### config.mk
export PLATFORM = sky130hd
export DESIGN_NAME = perf_event_monitor_flat
export DESIGN_NICKNAME = d
export VERILOG_FILES = /design/src/rtl/perf_event_monitor_if.sv /design/src/rtl/perf_event_monitor.sv /design/src/flat_wrapper.sv
export SDC_FILE = /design/constraint.sdc
export NUM_CORES = 1
export LEC_CHECK = 0
export CAP_MARGIN = 0
export CELL_PAD_IN_SITES_DETAIL_PLACEMENT = 1
export CELL_PAD_IN_SITES_GLOBAL_PLACEMENT = 1
export CORE_ASPECT_RATIO = 1.4
export CORE_MARGIN = 3
export CORE_UTILIZATION = 43
export DETAILED_ROUTE_END_ITERATION = 6
export PLACE_DENSITY_LB_ADDON = 0.25
export SYNTH_ARGS = -nofsm -noshare
export SYNTH_HDL_FRONTEND = slang
export SYNTH_SLANG_ARGS = --single-unit
### constraint.sdc
create_clock -name clk -period 2.9 [get_ports clk]
set_input_delay 0.435 -clock clk [delete_from_list [all_inputs] [get_ports clk]]
set_output_delay 0.435 -clock clk [all_outputs]
set_load 0.05 [all_outputs]
### src/rtl/perf_event_monitor_if.sv
// rtl/perf_event_monitor_if.sv - counter dump stream between the monitor and its consumer
// The monitor is the master and drives one counter word per index.
interface perf_event_monitor_if #(
  parameter int CNT_WIDTH = 32,
  parameter int IW        = 3
);
  logic                 dump_valid;
  logic                 dump_ready;
  logic [CNT_WIDTH-1:0] dump_data;
  logic [IW-1:0]        dump_idx;
  logic                 dump_last;

  modport master (
    output dump_valid,
    output dump_data,
    output dump_idx,
    output dump_last,
    input  dump_ready
  );

  modport slave (
    input  dump_valid,
    input  dump_data,
    input  dump_idx,
    input  dump_last,
    output dump_ready
  );
endinterface

### src/rtl/perf_event_monitor.sv
// rtl/perf_event_monitor.sv - cycle/retire/event counters, frozen and dumped on halt
// Index 0 counts cycles, 1 counts retired instructions, 2+i counts event_in[i].
module perf_event_monitor #(
  parameter int NUM_EVENTS = 4,
  parameter int CNT_WIDTH  = 32,
  parameter int SATURATE   = 0
) (
  input  logic                    clk,
  input  logic                    rst,
  input  logic                    enable,
  input  logic                    clear,
  input  logic                    retire,
  input  logic [NUM_EVENTS-1:0]   event_in,
  input  logic                    halt,
  perf_event_monitor_if.master    dump,
  output logic [NUM_EVENTS+1:0]   ovf,
  output logic [1:0]              state
);

  localparam int NCNT = NUM_EVENTS + 2;
  localparam int IW   = $clog2(NCNT);

  typedef enum logic [1:0] {
    RUN  = 2'b00,
    DUMP = 2'b01,
    DONE = 2'b10
  } stateT;

  stateT                stateQ;
  stateT                stateD;
  logic [IW-1:0]        dumpIdx;
  logic [IW-1:0]        idxD;
  logic                 dumpLast;
  logic [CNT_WIDTH-1:0] dumpData;
  logic [CNT_WIDTH-1:0] cnt [NCNT];
  logic [NCNT-1:0]      ovfQ;
  logic [NCNT-1:0]      incVec;

  // Counters only move while running and enabled; DUMP/DONE keep the snapshot frozen.
  assign incVec = (stateQ == RUN && enable) ? {event_in, retire, 1'b1} : '0;

  always_ff @(posedge clk or negedge rst) begin
    if (!rst) begin
      for (int i = 0; i < NCNT; i++) cnt[i] <= '0;
      ovfQ <= '0;
    end else if (clear) begin
      for (int i = 0; i < NCNT; i++) cnt[i] <= '0;
      ovfQ <= '0;
    end else begin
      for (int i = 0; i < NCNT; i++) begin
        if (incVec[i]) begin
          if (cnt[i] == '1) begin
            ovfQ[i] <= 1'b1;
            if (SATURATE == 0) cnt[i] <= '0;
          end else begin
            cnt[i] <= cnt[i] + CNT_WIDTH'(1);
          end
        end
      end
    end
  end

  always_ff @(posedge clk or negedge rst) begin
    if (!rst) begin
      stateQ  <= RUN;
      dumpIdx <= '0;
    end else begin
      stateQ  <= stateD;
      dumpIdx <= idxD;
    end
  end

  assign dumpLast = (stateQ == DUMP) && (dumpIdx == IW'(NCNT - 1));

  always_comb begin
    stateD = stateQ;
    idxD   = dumpIdx;
    if (clear) begin
      stateD = RUN;
      idxD   = '0;
    end else begin
      case (stateQ)
        RUN: begin
          if (halt) begin
            stateD = DUMP;
            idxD   = '0;
          end
        end
        DUMP: begin
          if (dump.dump_ready) begin
            if (dumpLast) stateD = DONE;
            else          idxD   = dumpIdx + IW'(1);
          end
        end
        DONE:    stateD = DONE;
        default: stateD = RUN;
      endcase
    end
  end

  always_comb begin
    dumpData = '0;
    if (stateQ == DUMP) begin
      for (int i = 0; i < NCNT; i++) begin
        if (dumpIdx == IW'(i)) dumpData = cnt[i];
      end
    end
  end

  assign dump.dump_valid = (stateQ == DUMP);
  assign dump.dump_data  = dumpData;
  assign dump.dump_idx   = dumpIdx;
  assign dump.dump_last  = dumpLast;
  assign ovf             = ovfQ;
  assign state           = stateQ;

endmodule

### src/flat_wrapper.sv
// flat-port wrapper written by rule: the top's interface ports become plain ports
module perf_event_monitor_flat 
#(
  parameter int NUM_EVENTS = 4,
  parameter int CNT_WIDTH  = 32,
  parameter int SATURATE   = 0
)
  (clk, rst, enable, clear, retire, event_in, halt, ovf, state, dump_dump_valid, dump_dump_data, dump_dump_idx, dump_dump_last, dump_dump_ready);
  perf_event_monitor_if #(.CNT_WIDTH(CNT_WIDTH), .IW(3)) dump_i ();
  input  logic clk;
  input  logic rst;
  input  logic enable;
  input  logic clear;
  input  logic retire;
  input  logic [NUM_EVENTS-1:0] event_in;
  input  logic halt;
  output logic [NUM_EVENTS+1:0] ovf;
  output logic [1:0] state;
  output wire logic [$bits(dump_i.dump_valid)-1:0] dump_dump_valid;
  output wire logic [$bits(dump_i.dump_data)-1:0] dump_dump_data;
  output wire logic [$bits(dump_i.dump_idx)-1:0] dump_dump_idx;
  output wire logic [$bits(dump_i.dump_last)-1:0] dump_dump_last;
  input wire logic [$bits(dump_i.dump_ready)-1:0] dump_dump_ready;
  assign dump_dump_valid = dump_i.dump_valid;
  assign dump_dump_data = dump_i.dump_data;
  assign dump_dump_idx = dump_i.dump_idx;
  assign dump_dump_last = dump_i.dump_last;
  assign dump_i.dump_ready = dump_dump_ready;
  perf_event_monitor #(.NUM_EVENTS(NUM_EVENTS), .CNT_WIDTH(CNT_WIDTH), .SATURATE(SATURATE)) u_core (.clk(clk), .rst(rst), .enable(enable), .clear(clear), .retire(retire), .event_in(event_in), .halt(halt), .dump(dump_i), .ovf(ovf), .state(state));
endmodule
==> impl_metrics.env <==
export IMPL_status="complete, but fails checks"
export IMPL_violations="negative setup slack"
export IMPL_power_density_nw_per_um2=540
export IMPL_h_tree_depth=1
export IMPL_drc=0
export IMPL_tightest_slew_ns=0.970
export IMPL_ys_flop_type="dfrtp_1"
export IMPL_initial_core_util=0.439
export IMPL_avgViaCountPerCell=6.24
export IMPL_seq_area_frac_synth=0.427
export IMPL_async_reset_ff_frac=1.00
export IMPL_p_total_mw=8.47
export IMPL_antenna_cells=0
export IMPL_pre_cts_slack_ns=-0.0583
export IMPL_endpoint_kind="output port"
export IMPL_required_ns=2.47
export IMPL_clk_pin_slew_ns=0.07
export IMPL_post_layout_nonfiller_instances=1869
export IMPL_core_area_sq_um=27100
export IMPL_post_route_util=0.579
export IMPL_rsz0062_at_grt="true"
export IMPL_yosysWarnings=0
export IMPL_timing_rr_end="u_core.dump.dump_idx[2]"
export IMPL_clock_fmax_mhz=294
export IMPL_cts_sinks=203
export IMPL_drive_gt1_frac=0.188
export IMPL_crit_fanout=8
export IMPL_synth_cell_types=52
export IMPL_num_rows=71
export IMPL_regToRegSetupSlack_ns=0.34
export IMPL_dp_hpwl_mm=31.6
export IMPL_cts_tree="built"
export IMPL_period_share=1.17
export IMPL_slew_headroom=0.347
export IMPL_holdPathEnd="u_core.cnt[56]"
export IMPL_cts_root_buf="clkbuf_16"
export IMPL_dr_pass1_iters=5
export IMPL_grt_max_degree=69
export IMPL_routed_wl_mm=46.9
export IMPL_hp_class="input pin to flop"
export IMPL_hold_viol_final=0
export IMPL_drtIter0Drc=810
export IMPL_nets=1510
export IMPL_clk_latency_ns=0.54
export IMPL_place_inst=1802
export IMPL_clk_path_buf_depth=3
export IMPL_leakagePower_nw=6.31
export IMPL_cp_slowest_cell="dfrtp_2"
export IMPL_wl_per_cell_um=25.1
export IMPL_crit_path_cell_trace="inv_2 > buf_6 > ha_4 > nor3b_4 > buf_6 > buf_12 > buf_4 > a221oi_4 > o311ai_2 > o211ai_1 > a21boi_4 > buf_12"
export IMPL_numCtsBuffers=24
export IMPL_place_congestion=0.893
export IMPL_synthesis_area_sq_um=11900
export IMPL_tns_ns=-13.88
export IMPL_io_pins=56
export IMPL_drtAntennaViolNets=0
export IMPL_avgSynthCellArea_sq_um=8.69
export IMPL_cp_startpoint="u_core.dump.dump_idx[0]"
export IMPL_grt_pass1_vias=12700
export IMPL_vias=11700
export IMPL_grt_pass1_wl_mm=73.3
export IMPL_syn_to_final_growth_pct=31.9
export IMPL_timing_rr_start="u_core.dump.dump_idx[0]"
export IMPL_drv_slew=0
export IMPL_antenna_found_initial=0
export IMPL_crit_path_max_incr_delay_ns=0.43
export IMPL_portBuffers=55
export IMPL_ff2ff_path_depth=10
export IMPL_fin_ws_ns=-0.504
export IMPL_cp_arrival_ns=2.97
export IMPL_hp_start="clear"
export IMPL_setup_viol=32
export IMPL_fin_skew_ns=0.0181
export IMPL_critPathLaunchType="flop"
export IMPL_synth_edf_count=0
export IMPL_syn_inst=1369
export IMPL_gr_total_overflow=0
export IMPL_path_class="flop to output port"
export IMPL_min_delay_path_depth=2
export IMPL_ir_drop_mv=0.442
export IMPL_finalCriticalPeriod_ns=3.40
export IMPL_synth_seq_cells=203
export IMPL_die_x_um=147
export IMPL_track_usage=0.311
export IMPL_die_area_sq_um=29700
export IMPL_die_h_um=203
export IMPL_synth_nets=1393
export IMPL_drv_cap=0
## cell type report
cell class / count / area (sq um)
fillers: 2966 / 11400
multi-input cells: 1069 / 7190
flip-flops and latches: 203 / 5080
repair buffers: 167 / 2010
clock buffers: 34 / 699
well taps: 365 / 457
clock inverters: 10 / 178
inverters: 21 / 78.8
## stage by stage
stage	hold WS, ns	area (sq um)
2_1_floorplan	0.139	12200
3_3_place_gp	0.491	14100
3_5_place_dp	0.494	14100
4_1_cts	0.247	15600
5_1_grt	0.275	15700
6_report	0.252	15700
## routing by layer
metal  global-route usage  vias to the layer above  share of wire
li1                     -                     5110              -
met1                0.354                     5930           0.37
met2                0.556                      468           0.51
met3               0.0342                      156          0.047
met4                0.192                        0          0.073
met5                    0                        -              0
## worst max-delay path: cells and delay by family (launching register included)
family	cells	cell delay [ns]
adder cells (fa/ha/maj)	1	0.13
AO/OA/AOI/OAI	4	0.82
flip-flops	1	0.43
buffers and inverters	6	0.79
AND/OR/NAND/NOR	1	0.27
## cell usage after synthesis (3+ instances only)
| master | instances | area [sq um] |
|---|---|---|
| a21boi_0 | 21 | 158 |
| a21boi_1 | 11 | 82.6 |
| a21o_1 | 3 | 22.5 |
| a21oi_1 | 23 | 115 |
| a221o_1 | 3 | 30.0 |
| a221oi_1 | 32 | 280 |
| a31oi_1 | 5 | 31.3 |
| and2_1 | 5 | 31.3 |
| and3_1 | 33 | 206 |
| and4_1 | 11 | 96.3 |
| buf_1 | 4 | 15.0 |
| buf_2 | 14 | 70.1 |
| clkbuf_1 | 57 | 214 |
| dfrtp_1 | 203 | 5080 |
| ha_1 | 13 | 163 |
| inv_1 | 21 | 78.8 |
| mux2i_1 | 3 | 30.0 |
| nand2_1 | 137 | 514 |
| nand3_1 | 95 | 475 |
| nand4_1 | 80 | 500 |
| nor2_1 | 246 | 923 |
| nor2b_1 | 6 | 37.5 |
| nor3_1 | 31 | 155 |
| nor4_1 | 19 | 119 |
| nor4_2 | 4 | 50.1 |
| o211ai_1 | 33 | 248 |
| o21ai_0 | 10 | 50.1 |
| o311ai_0 | 32 | 280 |
| or2_2 | 3 | 18.8 |
| or3_1 | 15 | 93.8 |
| xnor2_1 | 51 | 447 |
| xor2_1 | 119 | 1040 |
## worst max-delay path by stage
| stage | to | slack (ns) | depth (start not counted) |
|---|---|---|---|
| 6_report | dump_dump_data[22] | -0.50 | 12 |
| 5_1_grt | dump_dump_data[23] | -0.62 | 12 |
| 4_1_cts | dump_dump_data[12] | -0.39 | 11 |
| 3_5_place_dp | dump_dump_data[1] | -0.06 | 10 |
| 3_3_place_gp | dump_dump_data[28] | -0.05 | 10 |
| 2_1_floorplan | dump_dump_data[10] | 0.05 | 8 |
## sequential cells by signal, indices dropped and copies added (netlist names)
signal                cells
u_core.dump.dump_idx      3
u_core.cnt              192
u_core.ovf                6
u_core.state              2
## cells in the final DEF, fill, tap and decap left out, types with 12 or more instances in the layout
master,synthesis,routed
nor2_1,246,246
dfrtp_1,203,201
nand2_1,137,134
xor2_1,119,119
nand3_1,95,95
buf_4,0,86
nand4_1,80,80
xnor2_1,51,51
buf_12,0,48
o211ai_1,33,33
and3_1,33,33
nor3_1,31,31
a21boi_4,0,30
clkbuf_16,0,25
a21oi_1,23,23
inv_1,21,19
nor4_1,19,19
clkdlybuf4s50_1,0,19
o311ai_1,0,16
or3_1,15,15
o311ai_2,0,14
a221oi_1,32,14
a221oi_2,0,12
## power by group
part           switching, mW  total (mW)  internal (mW)
registers             0.0672        2.95           2.88
logic                   1.17        2.11          0.932
clock network           1.29        3.41           2.12
total                   2.53        8.47           5.93
## logic make-up (layout without fill, tap and decap cells)
group           after synthesis  in the layout  synth area share
simple gates                699            699             0.283
flops                       203            203             0.427
compound gates              182            182             0.115
xor+xnor                    170            170             0.125
buf+inv                      97            232            0.0322
fa+ha+maj                    13             13            0.0137
mux                           5              5           0.00442
## what timing repair did
action | CTS | global route
setup endpoints to repair | 32 | 32
gates resized for setup | 77 | 23
setup buffers | 13 | 8
pin swaps | 61 | 29
cloned | 6 | 0
hold buffers | 1 | 0
endpoints found under the hold margin | 63 | 0
Note: power is estimated with default switching activity, not from simulation.
